### src/rtl/uart_pkg.sv
// Shared UART definitions: frame FSM states, frame geometry, baud divisors at 50 MHz.
package uart_pkg;
    typedef enum logic [1:0] {IDLE, START, DATA, STOP} uart_state_e;

    localparam int UART_DATA_BITS  = 8;
    localparam int UART_FRAME_BITS = 10;

    localparam int BAUD_DIV_9600   = 5208;
    localparam int BAUD_DIV_115200 = 434;
endpackage

### src/rtl/uart_tx_frame.sv
// 8N1 serialiser: start pulse latches the byte, start bit on tx from the next cycle, done pulses after the stop bit.
// Latency: 10*BAUD_DIV cycles start-to-done; no backpressure, start is ignored while busy.
module uart_tx_frame
    import uart_pkg::*;
#(
    parameter int BAUD_DIV = BAUD_DIV_9600
)(
    input  logic       CLK,
    input  logic       RSTn,
    input  logic       start,
    input  logic [7:0] data,
    output logic       tx,
    output logic       busy,
    output logic       done
);
    localparam int CW = $clog2(BAUD_DIV);
    localparam logic [CW-1:0] CNT_LAST = CW'(BAUD_DIV - 1);
    localparam logic [2:0]    BIT_LAST = 3'(UART_DATA_BITS - 1);

    uart_state_e state, state_nxt;
    logic [CW-1:0] cnt, cnt_nxt;
    logic [7:0]    shreg, shreg_nxt;
    logic [2:0]    bit_idx, bit_idx_nxt;
    logic          tx_nxt, busy_nxt, done_nxt;
    logic          bit_end;

    always_ff @(posedge CLK or negedge RSTn) begin
        if (!RSTn) begin
            state   <= IDLE;
            cnt     <= '0;
            shreg   <= '0;
            bit_idx <= '0;
            tx      <= 1'b1;
            busy    <= 1'b0;
            done    <= 1'b0;
        end else begin
            state   <= state_nxt;
            cnt     <= cnt_nxt;
            shreg   <= shreg_nxt;
            bit_idx <= bit_idx_nxt;
            tx      <= tx_nxt;
            busy    <= busy_nxt;
            done    <= done_nxt;
        end
    end

    always_comb begin
        state_nxt   = state;
        cnt_nxt     = cnt;
        shreg_nxt   = shreg;
        bit_idx_nxt = bit_idx;
        tx_nxt      = tx;
        busy_nxt    = busy;
        done_nxt    = 1'b0;
        bit_end     = (cnt == CNT_LAST);

        case (state)
            IDLE: begin
                if (start) begin
                    shreg_nxt   = data;
                    bit_idx_nxt = '0;
                    cnt_nxt     = '0;
                    tx_nxt      = 1'b0;
                    busy_nxt    = 1'b1;
                    state_nxt   = START;
                end
            end
            START: begin
                if (bit_end) begin
                    cnt_nxt   = '0;
                    tx_nxt    = shreg[0];
                    shreg_nxt = {1'b0, shreg[7:1]};
                    state_nxt = DATA;
                end else begin
                    cnt_nxt = cnt + CW'(1);
                end
            end
            DATA: begin
                if (bit_end) begin
                    cnt_nxt = '0;
                    if (bit_idx == BIT_LAST) begin
                        tx_nxt    = 1'b1;
                        state_nxt = STOP;
                    end else begin
                        bit_idx_nxt = bit_idx + 3'd1;
                        tx_nxt      = shreg[0];
                        shreg_nxt   = {1'b0, shreg[7:1]};
                    end
                end else begin
                    cnt_nxt = cnt + CW'(1);
                end
            end
            STOP: begin
                if (bit_end) begin
                    cnt_nxt   = '0;
                    busy_nxt  = 1'b0;
                    done_nxt  = 1'b1;
                    state_nxt = IDLE;
                end else begin
                    cnt_nxt = cnt + CW'(1);
                end
            end
            default: state_nxt = IDLE;
        endcase
    end
endmodule

### src/rtl/uart_tx_sched.sv
// Round-robin share of one UART TX line among NREQ byte producers; ack and start bit one cycle after the grant edge.
// Latency: 10*BAUD_DIV+1 cycles per frame back-to-back; requests are simply held off while a frame is in flight.
module uart_tx_sched
    import uart_pkg::*;
#(
    parameter int NREQ     = 4,
    parameter int BAUD_DIV = BAUD_DIV_9600,
    parameter int IDW      = 2
)(
    input  logic              CLK,
    input  logic              RSTn,
    input  logic [NREQ-1:0]   iReq,
    input  logic [NREQ*8-1:0] iData,
    output logic [NREQ-1:0]   oAck,
    output logic [NREQ-1:0]   oDone,
    output logic              oBusy,
    output logic [IDW-1:0]    oGrantId,
    output logic              oTxPin
);
    logic [IDW-1:0] rr_last;
    logic [IDW-1:0] win;
    logic [IDW-1:0] arb_idx;
    logic           found;
    logic           grant;
    logic [7:0]     win_byte;
    logic           frame_done;

    // Search starts just past the last winner so every requester gets a turn.
    always_comb begin
        found   = 1'b0;
        win     = rr_last;
        arb_idx = '0;
        for (int i = 1; i <= NREQ; i++) begin
            arb_idx = IDW'((int'(rr_last) + i) % NREQ);
            if (!found && iReq[arb_idx]) begin
                found = 1'b1;
                win   = arb_idx;
            end
        end
    end

    always_comb begin
        win_byte = '0;
        for (int i = 0; i < NREQ; i++) begin
            if (win == IDW'(i))
                win_byte = iData[i*8 +: 8];
        end
    end

    assign grant = found & ~oBusy;

    always_ff @(posedge CLK or negedge RSTn) begin
        if (!RSTn) begin
            oAck     <= '0;
            oGrantId <= '0;
            rr_last  <= IDW'(NREQ - 1);
        end else begin
            oAck <= grant ? (NREQ'(1) << win) : '0;
            if (grant) begin
                oGrantId <= win;
                rr_last  <= win;
            end
        end
    end

    assign oDone = frame_done ? (NREQ'(1) << oGrantId) : '0;

    uart_tx_frame #(
        .BAUD_DIV (BAUD_DIV)
    ) u_frame (
        .CLK   (CLK),
        .RSTn  (RSTn),
        .start (grant),
        .data  (win_byte),
        .tx    (oTxPin),
        .busy  (oBusy),
        .done  (frame_done)
    );
endmodule

### config.mk
export PLATFORM = sky130hd
export DESIGN_NAME = uart_tx_sched
export DESIGN_NICKNAME = d
export VERILOG_FILES = /design/src/rtl/uart_pkg.sv /design/src/rtl/uart_tx_frame.sv /design/src/rtl/uart_tx_sched.sv
export SDC_FILE = /design/constraint.sdc
export NUM_CORES = 1
export LEC_CHECK = 0
export CAP_MARGIN = 30
export CORE_ASPECT_RATIO = 0.9
export CORE_UTILIZATION = 30
export CTS_BUF_LIST = sky130_fd_sc_hd__clkbuf_4
export DETAILED_ROUTE_END_ITERATION = 10
export RECOVER_POWER = 100
export SLEW_MARGIN = 30
export SYNTH_ARGS = -nofsm -noshare
export SYNTH_HDL_FRONTEND = slang
export SYNTH_SLANG_ARGS = --single-unit
### constraint.sdc
create_clock -name CLK -period 4.1 [get_ports CLK]
set_input_delay 0.82 -clock CLK [delete_from_list [all_inputs] [get_ports CLK]]
set_output_delay 0.82 -clock CLK [all_outputs]
set_load 0.05 [all_outputs]
# Word level (Yosys, flattened, before mapping)
# Cells that the tools add are included.
# word_totals
register_bits,37
output_inout_bits,12
wordCells,105
# op_classes
add_sub_neg,6
magnitude_cmp,4
eq_ne,14
shift,2
muxes,50
n_bitwise,2
n_reduce_logical,17
# op_table
cell,n
two-way mux 8 bit,8
two-way mux 13 bit,2
one-hot mux 13 bit (2 select lines),1
one-hot mux 8 bit (3 select lines),1
two-way mux 2 bit,9
two-way mux 1 bit,16
adder 13 x 1 -> 13 bit (second input constant),1
== test 13 bit (second input constant),1
< comparator 2 x 3 -> 1 bit (second input constant),4
AND reduction 5 bit,2
two-way mux 3 bit,3
binary-select mux 1 bit (select 2 bit),4
== test 2 bit (second input constant),4
two-way mux 4 bit,2
!= test 2 x 1 -> 1 bit (second input constant),4
one-hot mux 2 bit (4 select lines),1
AND reduction 4 bit,2
<< shifter 1 x 2 -> 4 bit (first input constant),2
one-hot mux 3 bit (2 select lines),1
adder 2 x 1 -> 2 bit (second input constant),2
adder 2 bit (second input constant),2
== test 2 x 1 -> 1 bit (second input constant),2
zero test 2 bit,2
!= test 2 bit (second input constant),2
other kinds (12),17

# Longest topological paths before layout
# Gate-level depths: netlist of the first run.
# depth
word_depth,20
mapped_depth,8
mapped_depth_nobuf,7

# Modules after synthesis
# A second synthesis of the first run with hierarchy kept.
# hier_totals
hier_cells,230
hier_area_um2,2399.8
# by_module_without_submodules
mod,n_inst,cells_each,area_per_inst_um2
uart_tx_frame,1,159,1674.1
uart_tx_sched,1,71,725.7

# Least setup slack after synthesis of the first run
# Ideal clock, no wire load.
# synth_timing
path_type,flip-flop to output port
from,register oGrantId[0]
to,output port oDone[0]
arrival_ps,1823
t_required_ps,3280
slack_ps,1457
path_stages_with_launch,2
cell_sequence,dfrtp_1 > nor3b_1
# synth_between
elab_chain_cells,2
# synth_rtl
item,line_no,source
start: declaration,uart_tx_sched.sv:17,"output logic [IDW-1:0] oGrantId,"
start signal: assignment,uart_tx_sched.sv:60,oGrantId <= win;
<< shifter 1 x 2 -> 4 bit,uart_tx_sched.sv:66,assign oDone = frame_done ? (NREQ'(1) << oGrantId) : '0;
two-way mux 4 bit,uart_tx_sched.sv:66,
end: declaration,uart_tx_sched.sv:15,"output logic [NREQ-1:0] oDone,"
# No other way between the ends.

# Worst setup path in the final report of the first run
# layout_timing
from,input port iReq[1]
to,register u_frame.shreg[7]
# layout_between
elab_chain_cells,19
elab_cells_between_ends,35
classes_between,eq/ne: 4; mux: 22; bitwise: 1; reduce/logical: 8
# layout_rtl
item,line_no,source
start: declaration,uart_tx_sched.sv:12,"input logic [NREQ-1:0] iReq,"
binary-select mux 1 bit (select 2 bit),uart_tx_sched.sv:35,if (!found && iReq[arb_idx]) begin
two-way mux 1 bit (implied by the code),uart_tx_sched.sv:35,
two-way mux 1 bit,uart_tx_sched.sv:35,
zero test 1 bit,uart_tx_sched.sv:35,
logical AND 1 bit,uart_tx_sched.sv:35,
two-way mux 1 bit,uart_tx_sched.sv:35,
zero test 1 bit,uart_tx_sched.sv:35,
logical AND 1 bit,uart_tx_sched.sv:35,
two-way mux 1 bit,uart_tx_sched.sv:35,
zero test 1 bit,uart_tx_sched.sv:35,
logical AND 1 bit,uart_tx_sched.sv:35,
two-way mux 2 bit,uart_tx_sched.sv:35,
zero test 2 bit,uart_tx_sched.sv:45,if (win == IDW'(i))
two-way mux 8 bit (4 in a row),uart_tx_sched.sv:45,
two-way mux 8 bit,uart_tx_frame.sv:59,if (start) begin
one-hot mux 8 bit (3 select lines),uart_tx_frame.sv:57,case (state)
end signal: assignment,uart_tx_frame.sv:39,shreg <= shreg_nxt;
end: declaration,uart_tx_frame.sv:22,"logic [7:0] shreg, shreg_nxt;"
# Several ways; a longest one is shown, not always the timed one. The select of a mux whose other input is x is not followed.
# A chain may end at the register's enable or synchronous reset.

==> flow_metrics.env, run 1 <==
export IMPL_crit_type="in -> reg"
export IMPL_die_w_um=96.1
export IMPL_antennaDiodeCount=0
export IMPL_drcViolationCount=0
export IMPL_postCtsSetupRepairBufs=0
export IMPL_slew_headroom_pct=-32.0
export IMPL_portBuffers=49
export IMPL_dp_hpwl_um=4220
export IMPL_synth_top_area_share_pct=35.6
export IMPL_cts_tree="done"
export IMPL_syn_area_sq_um=2390
export IMPL_die_area_sq_um=8340
export IMPL_fin_tns_setup_ps=0
export IMPL_async_reset_ff_share_pct=100
export IMPL_synth_edf_count=0
export IMPL_status="finished, violations left"
export IMPL_finalSetupViolCount=0
export IMPL_synth_top_cells_by_area="dfrtp_1 36%, nand4b_1 5.1%, ha_1 4.2%"
export IMPL_drive_gt1_share_pct=7.64
export IMPL_core_sq_um=7620
export IMPL_avgSynthCellArea_sq_um=9.34
export IMPL_clk_pin_slew_ps=120
export IMPL_timing_final_crit_share_pct=76.3
export IMPL_violations="max-capacitance violations, max-slew violations"
export IMPL_synthMuxAreaShare_pct=2.20
export IMPL_yosysTopAreaCell="dfrtp_1"
export IMPL_min_period_ps=3130
export IMPL_antenna_found_initial=0
export IMPL_cp_start_kind="input port"
export IMPL_wl_per_cell_um=14.8
export IMPL_ios=50
export IMPL_vias=2140
export IMPL_final_common_cell="clkdlybuf4s50_1"
export IMPL_dr_first_iter_drc_count=84
export IMPL_rsz0062_at_grt="false"
export IMPL_first_pass_iters=5
export IMPL_crit_path_end_kind="flip-flop"
export IMPL_ctsLongestPathBuffers=2
export IMPL_die_h_um=86.7
export IMPL_cts_htree_levels=2
export IMPL_cts_buffers=5
export IMPL_synth_flop_cell="dfrtp_1"
export IMPL_clock_latency_ps=350
export IMPL_grt_overflow=0
export IMPL_cap_violations=1
export IMPL_drtAntennaViolNets=0
export IMPL_synth_top_family_by_area="simple AND/OR/NAND/NOR gates"
export IMPL_required_ps=4360
export IMPL_placed_cells=389
export IMPL_p_per_area_nw_per_um2=235
export IMPL_synth_cell_types=53
export IMPL_drv_slew=38
export IMPL_clock_sinks=37
export IMPL_grt_pass1_wl_um=9670
export IMPL_grt_util_all_layers_pct=15.0
export IMPL_syn_nets=302
export IMPL_yosysSeqAreaShare_pct=38.9
export IMPL_p_leak_nw=1.19
export IMPL_skew_ps=11.6
export IMPL_cp_arrival_ps=3390
export IMPL_synth_simple_area_share_pct=26.5
export IMPL_grt_pass1_vias=2010
export IMPL_ys_seq_elements=37
export IMPL_stdcell_count=397
export IMPL_synth_warnings=0
export IMPL_hold_buffers=0
export IMPL_ir_drop_uv=111
export IMPL_cp_max_fo=17
export IMPL_hold_viol_final=0
export IMPL_synth_compound_area_share_pct=21.8
export IMPL_synth_cells=256
export IMPL_cts_resized=0
export IMPL_nets=346
export IMPL_final_cell_mix="35 x clkdlybuf4s50_1, 34 x dfrtp_1, 23 x nor2_1"
export IMPL_hold_class="reg -> reg"
export IMPL_grt_max_degree=39
export IMPL_cts_root_buf="clkbuf_4"
export IMPL_worst_pin_slew_ps=1980
export IMPL_synth_xor_area_share_pct=0.732
export IMPL_routed_via_density=5.39
export IMPL_synthAdderAreaFrac_pct=4.18
export IMPL_fp_row_count=30
export IMPL_place_gp_congestion=0.777
export IMPL_wl_um=5870
export IMPL_maxClockFrequency_mhz=320
export IMPL_area_growth_pct=24.2
export IMPL_floorplan_initialDensity_pct=31.4
==> worst max-delay path, cell delays in order <==
cell	delay (ps)
dlygate4sd3_1	600
nor4_1	100
o21ai_0	810
o2111a_1	720
nand2b_1	120
o32ai_1	220
==> path summary, 6_finish.rpt <==
path | start | to | slack (ps) | cells after the start
worst max register to register | u_frame.cnt[5]$_DFFE_PN0P_ | u_frame.shreg[7]$_DFFE_PN0P_ | 1570 | 5
worst min register to register | u_frame.cnt[4]$_DFFE_PN0P_ | u_frame.cnt[4]$_DFFE_PN0P_ | 520 | 1
max in group asynchronous | RSTn | u_frame.bit_idx[0]$_DFFE_PN0P_ | 1960 | 1
worst min-delay path | u_frame.cnt[4]$_DFFE_PN0P_ | u_frame.cnt[4]$_DFFE_PN0P_ | 520 | 1
worst max-delay path | iReq[1] | u_frame.shreg[7]$_DFFE_PN0P_ | 970 | 6
min in group asynchronous | RSTn | u_frame.cnt[7]$_DFFE_PN0P_ | 1000 | 1
==> registers in the layout, summed over array words and instances, names as in the netlist <==
register,count
oAck,4
oGrantId,2
rr_last,2
u_frame.bit_idx,3
u_frame.busy,1
u_frame.cnt,13
u_frame.done,1
u_frame.shreg,8
u_frame.state,2
u_frame.tx,1
==> power breakdown <==
group	internal, W	switching [W]	total, W
Clock	0.0000647	0.000134	0.000198
Sequential	0.000369	0.00000489	0.000374
Combinational	0.0000608	0.0000654	0.000126
==> cell usage after synthesis (6+ instances only) <==
cell type,count
nor2_1,23
o31ai_1,6
nand2b_1,9
a221oi_1,7
a21oi_1,6
dfrtp_1,34
nand4b_1,14
nand2_1,20
inv_1,11
ha_1,8
nor3b_1,8
a41oi_1,6
clkbuf_1,10
o21ai_0,15
a311oi_1,7
==> metal layers <==
metal	vias to the layer above	global-route usage, %	wire length [um]
met5	-	0	0
met3	5	2.72	166
met2	32	22.2	2610
li1	1069	-	-
met4	0	5.16	56
met1	1034	21.7	3030
==> final cells by class <==
class	instances	area, sq um
clock buffer	5	37.5
clock inverter	3	17.5
fill	790	4650
inverter	11	41.3
multi-input combinational	193	1320
sequential	37	930
tap	96	120
timing repair buffer	52	503
==> metrics by stage <==
| step | area (sq um) | utilization, % | hold WS (ps) | total power, W | worst slack, ps |
|---|---|---|---|---|---|
| 3_3_place_gp | 2920 | 38.4 | 493 | 0.000507 | 1070 |
| 2_1_floorplan | 2390 | - | 459 | 0.000453 | 1460 |
| 5_1_grt | 2970 | 39.0 | 540 | 0.000735 | 806 |
| 6_report | 2970 | 39.0 | 516 | 0.000699 | 974 |
| 4_1_cts | 2980 | 39.1 | 516 | 0.000709 | 1410 |
| 3_5_place_dp | 2920 | 38.4 | 494 | 0.000508 | 1010 |
==> cell families (layout without fill, tap and decap cells) <==
family          after synthesis  after routing
simple gates                108            108
compound gates               70             70
flops                        37             37
buf+inv                      26             71
fa+ha+maj                     8              8
mux                           5              5
xor+xnor                      2              2
Power figures use the tool's default switching activity.
==> inputs of run 2 (changes only) <==
clock period = 2.7 ns   (was 4.1 ns; I/O delays follow)
==> run 2 against run 1 <==
  * The run still ends with max-capacitance violations, max-slew violations left
  * Via count increased by 1.3%
  * Combinational power grew 57%
  * Critical endpoint is now oDone[0]
  * Final cell count is 1.8% higher
  * Core utilization grew 0.87 points
  * Worst hold slack worse by 0.67 ps
  * Sequential cell count did not move
==> flow_metrics.env, run 2 (synthesized netlist as in run 1, its figures left out) <==
export IMPL_seqPwrFrac_pct=53.0
export IMPL_power_w=0.00107
export IMPL_cp_max_fo=6
export IMPL_crit_slowest_cell="dlygate4sd3_1"
export IMPL_drv_slew=38
export IMPL_portBuffers=49
export IMPL_grt_max_degree=38
export IMPL_fin_tns_setup_ps=0
export IMPL_core_sq_um=7620
export IMPL_ios=50
export IMPL_drtAntennaViolNets=0
export IMPL_clock_latency_ps=350
export IMPL_maxClockFrequency_mhz=416
export IMPL_postLayoutCellArea_sq_um=3040
export IMPL_hold_viol_final=0
export IMPL_vias=2167
export IMPL_final_core_util_pct=39.9
export IMPL_slew_headroom_pct=-36.1
export IMPL_die_h_um=86.7
export IMPL_worst_pin_slew_ps=2040
export IMPL_rsz0062_at_grt="false"
export IMPL_power_internal_w=0.000781
export IMPL_finalSetupViolCount=0
export IMPL_grt_overflow=0
export IMPL_clock_sinks=37
export IMPL_p_per_area_nw_per_um2=353
export IMPL_postCtsSetupRepairBufs=0
export IMPL_ctsLongestPathBuffers=2
export IMPL_largest_reg_flops=13
export IMPL_cp_arrival_ps=1870
export IMPL_antennaDiodeCount=0
export IMPL_status="finished, violations left"
export IMPL_die_area_sq_um=8340
export IMPL_dr_first_iter_drc_count=90
export IMPL_crit_path_end_kind="output port"
export IMPL_violations="max-capacitance violations, max-slew violations"
export IMPL_cp_slowest_stage_delay_ps=890
export IMPL_nets=353
export IMPL_largest_register="u_frame.cnt"
export IMPL_skew_ps=24.9
export IMPL_drcViolationCount=0
export IMPL_final_cell_mix="34 x clkdlybuf4s50_1, 34 x dfrtp_1, 23 x nor2_1"
export IMPL_routed_via_density=5.36
export IMPL_min_period_ps=2410
export IMPL_cp_cell_sequence="nor3b_1 > dlygate4sd3_1"
export IMPL_cts_tree="done"
export IMPL_cp_num_buf_inv=1
export IMPL_crit_type="reg -> out"
export IMPL_required_ps=2160
export IMPL_hold_buffers=0
export IMPL_stdcell_count=404
export IMPL_hold_class="reg -> reg"
export IMPL_antenna_found_initial=0
export IMPL_timing_final_crit_share_pct=89.1
export IMPL_drive_gt1_share_pct=9.74
export IMPL_die_w_um=96.1
export IMPL_p_sw_w=0.000292
export IMPL_cp_start_kind="flip-flop"
export IMPL_cts_root_buf="clkbuf_4"
export IMPL_first_pass_iters=4
export IMPL_p_sw_share_pct=27.2
export IMPL_reg_top3="u_frame.cnt: 13 flops, u_frame.shreg: 8 flops, oAck: 4 flops"
export IMPL_p_comb_share_pct=18.4
export IMPL_cts_buffers=5
export IMPL_floorplan_initialDensity_pct=31.4
export IMPL_wl_per_cell_um=14.5
export IMPL_p_leak_nw=1.23
export IMPL_postPlaceCellArea_sq_um=2990
export IMPL_grt_util_all_layers_pct=14.6
export IMPL_fp_row_count=30
export IMPL_ir_drop_uv=198
export IMPL_clk_pin_slew_ps=100
export IMPL_dp_hpwl_um=4290
export IMPL_cts_htree_levels=2
export IMPL_placed_cells=396
export IMPL_cts_resized=0
export IMPL_area_growth_pct=26.9
export IMPL_grt_pass1_wl_um=9540
export IMPL_grt_pass1_vias=1964
export IMPL_clkPwrFrac_pct=28.6
export IMPL_place_gp_congestion=0.752
export IMPL_cap_violations=1
export IMPL_wl_um=5840
export IMPL_crit_family="buffers and inverters"
[run 2: worst paths after layout]
kind                                       startpoint                              to  slack (ps)  cells past startpoint
setup / recovery              oGrantId[0]$_DFFE_PN0N_                        oDone[0]         290                      2
hold / removal             u_frame.cnt[4]$_DFFE_PN0P_      u_frame.cnt[4]$_DFFE_PN0P_         520                      1
setup reg to reg           u_frame.cnt[5]$_DFFE_PN0P_    u_frame.shreg[7]$_DFFE_PN0P_         380                      5
hold reg to reg            u_frame.cnt[4]$_DFFE_PN0P_      u_frame.cnt[4]$_DFFE_PN0P_         520                      1
max in group asynchronous                        RSTn  u_frame.bit_idx[2]$_DFFE_PN0P_         760                      1
min in group asynchronous                        RSTn      u_frame.cnt[7]$_DFFE_PN0P_         750                      1
[run 2: cell type report]
class,count,area [sq um]
Tap cell,96,120
Timing Repair Buffer,59,568
Multi-Input combinational cell,193,1320
Clock buffer,7,52.6
Clock inverter,1,5.00
Fill cell,757,4580
Inverter,11,41.3
Sequential cell,37,930
[run 2: power groups by stage]
stage	Combinational [W]	Sequential [W]	Clock (W)
floorplan	0.000104	0.000584	0
detailed placement	0.000203	0.000579	0
CTS	0.000204	0.000569	0.000324
global placement	0.000202	0.000579	0
global route	0.000216	0.000570	0.000343
finish	0.000198	0.000569	0.000307
[run 2: through the flow]
stage | hold WS (ps) | setup slack (ps)
after floorplan | 244 | 337
after global placement | 493 | 156
after detailed placement | 497 | 100
after CTS | 313 | 294
after global routing | 549 | 204
final | 515 | 293
[run 2: layer usage]
| layer | vias up | routed length [um] | track usage (%) |
|---|---|---|---|
| li1 | 1074 | - | - |
| met1 | 1054 | 2990 | 21.6 |
| met2 | 35 | 2610 | 21.3 |
| met3 | 4 | 192 | 2.72 |
| met4 | 0 | 48 | 4.48 |
| met5 | - | 0 | 0 |
==> inputs of run 3 (changes only) <==
CORE_MARGIN = 2   (was not set)
CTS_BUF_LIST = sky130_fd_sc_hd__clkbuf_8   (was sky130_fd_sc_hd__clkbuf_4)
SKIP_CTS_REPAIR_TIMING = 1   (was not set)
==> run 3 against run 2 <==
  * Global-route usage fell by 0.28 points
  * Cell area rose by 1.4%
  * Core utilization rose by 0.57 points
  * Sequential share of layout area fell by 0.44 points
  * Wire length rose by 3.9%
  * Combinational power barely moved
  * Critical path type is now in -> reg
  * Non-clock buffer count fell by 2
  * Largest cell class unchanged
  * Sequential power barely moved
  * First-iteration DRC count rose by 16%
  * The flow still finishes with violations (max-capacitance violations, max-slew violations)
==> flow_metrics.env, run 3 (synthesized netlist as in run 1, its figures left out) <==
export IMPL_status="finished, violations left"
export IMPL_violations="max-capacitance violations, max-slew violations"
export IMPL_first_pass_iters=4
export IMPL_largest_register="u_frame.cnt"
export IMPL_crit_path_end_kind="flip-flop"
export IMPL_core_sq_um=7620
export IMPL_cp_max_fo=19
export IMPL_ir_drop_uv=183
export IMPL_grt_util_all_layers_pct=14.3
export IMPL_grt_pass1_wl_um=10200
export IMPL_finalSetupViolCount=0
export IMPL_cp_start_kind="input port"
export IMPL_p_per_area_nw_per_um2=410
export IMPL_die_area_sq_um=8710
export IMPL_final_common_cell="clkdlybuf4s50_1"
export IMPL_seqPwrFrac_pct=45.0
export IMPL_power_internal_w=0.000957
export IMPL_place_gp_congestion=0.768
export IMPL_cap_violations=1
export IMPL_min_from="u_frame.cnt[4]$_DFFE_PN0P_"
export IMPL_cp_startpoint="iReq[3]"
export IMPL_ios=50
export IMPL_largest_reg_flops=13
export IMPL_wl_per_cell_um=15.1
export IMPL_min_period_ps=2410
export IMPL_cts_buffers=5
export IMPL_reg2reg_setup_slack_ps=330
export IMPL_vias=2141
export IMPL_dp_hpwl_um=4330
export IMPL_p_leak_nw=1.25
export IMPL_grt_max_degree=38
export IMPL_r2r_cells=5
export IMPL_drv_slew=38
export IMPL_ctsLongestPathBuffers=2
export IMPL_reg_top3="u_frame.cnt: 13 flops, u_frame.shreg: 8 flops, oAck: 4 flops"
export IMPL_hold_viol_final=0
export IMPL_p_comb_share_pct=15.7
export IMPL_fin_tns_setup_ps=0
export IMPL_cp_arrival_ps=2560
export IMPL_p_sw_share_pct=24.3
export IMPL_slew_headroom_pct=-33.2
export IMPL_required_ps=2840
export IMPL_timing_rr_end="u_frame.shreg[7]$_DFFE_PN0P_"
export IMPL_p_sw_w=0.000307
export IMPL_clock_sinks=37
export IMPL_area_growth_pct=28.8
export IMPL_clock_latency_ps=290
export IMPL_reg2reg_from="u_frame.cnt[7]$_DFFE_PN0P_"
export IMPL_placed_cells=394
export IMPL_power_w=0.00126
export IMPL_clk_pin_slew_ps=70
export IMPL_grt_overflow=0
export IMPL_drcViolationCount=0
export IMPL_nets=351
export IMPL_cts_tree="done"
export IMPL_antenna_found_initial=0
export IMPL_timing_final_crit_share_pct=89.3
export IMPL_crit_path_end="u_frame.shreg[6]$_DFFE_PN0P_"
export IMPL_register_area_sq_um=930
export IMPL_worst_pin_slew_ps=2000
export IMPL_drive_gt1_share_pct=8.82
export IMPL_nFillCells=753
export IMPL_stdcell_count=402
export IMPL_hold_class="reg -> reg"
export IMPL_skew_ps=15.6
export IMPL_drtAntennaViolNets=0
export IMPL_crit_type="in -> reg"
export IMPL_wl_um=6070
export IMPL_floorplan_initialDensity_pct=31.4
export IMPL_die_h_um=88.7
export IMPL_hold_slack_ps=508
export IMPL_routed_via_density=5.33
export IMPL_fp_row_count=30
export IMPL_postPlaceCellArea_sq_um=2970
export IMPL_dr_first_iter_drc_count=104
export IMPL_antennaDiodeCount=0
export IMPL_grt_pass1_vias=2079
export IMPL_clkPwrFrac_pct=39.3
export IMPL_final_cell_mix="35 x clkdlybuf4s50_1, 34 x dfrtp_1, 23 x nor2_1"
export IMPL_cts_htree_levels=2
export IMPL_postLayoutCellArea_sq_um=3080
export IMPL_cts_root_buf="clkbuf_8"
export IMPL_maxClockFrequency_mhz=415
export IMPL_portBuffers=49
export IMPL_die_w_um=98.1
export IMPL_rsz0062_at_grt="false"
export IMPL_multi_input_area_sq_um=1320
## run 3: worst min path at each step
stage / endpoint / slack [ps] / cells after the start
2_1_floorplan: oAck[0]$_DFF_PN0_ / 240 / 0
3_3_place_gp: u_frame.bit_idx[1]$_DFFE_PN0P_ / 490 / 1
3_5_place_dp: u_frame.cnt[11]$_DFFE_PN0P_ / 500 / 1
4_1_cts: u_frame.cnt[6]$_DFFE_PN0P_ / 380 / 1
5_1_grt: u_frame.shreg[7]$_DFFE_PN0P_ / 560 / 2
6_report: u_frame.cnt[4]$_DFFE_PN0P_ / 510 / 1
## run 3: metal layers
metal | global-route usage, % | routed length (um) | vias up | part of all wire (%)
li1 | - | - | 1070 | -
met1 | 21.4 | 3150 | 1039 | 52
met4 | 4.11 | 60 | 0 | 0.99
met5 | 0 | 0 | - | 0
met2 | 21.3 | 2710 | 27 | 45
met3 | 2.45 | 148 | 5 | 2.4
## run 3: critical path: stages
cell,delay (ps)
dlygate4sd3_1,620
or3b_2,470
and3_1,380
a221oi_1,380
a41oi_2,160
## run 3: final cells by class
class | count | area share (%)
multi-input cells | 193 | 42.7
inverters | 11 | 1.34
well taps | 96 | 3.90
clock buffers | 6 | 2.68
clock inverters | 2 | 1.10
flip-flops and latches | 37 | 30.2
repair buffers | 57 | 18.1
## run 3: power by group through the flow
stage          registers, W  logic [W]  clock network [W]
2_1_floorplan      0.000584   0.000104                  0
3_3_place_gp       0.000579   0.000200                  0
3_5_place_dp       0.000579   0.000201                  0
4_1_cts            0.000568   0.000202           0.000515
5_1_grt            0.000570   0.000218           0.000539
6_report           0.000568   0.000198           0.000497
## run 3: through the flow
step	utilization, %	setup WS, ps
2_1_floorplan	-	337
3_3_place_gp	39.0	121
3_5_place_dp	39.0	70.1
4_1_cts	40.6	374
5_1_grt	40.4	127
6_report	40.4	289
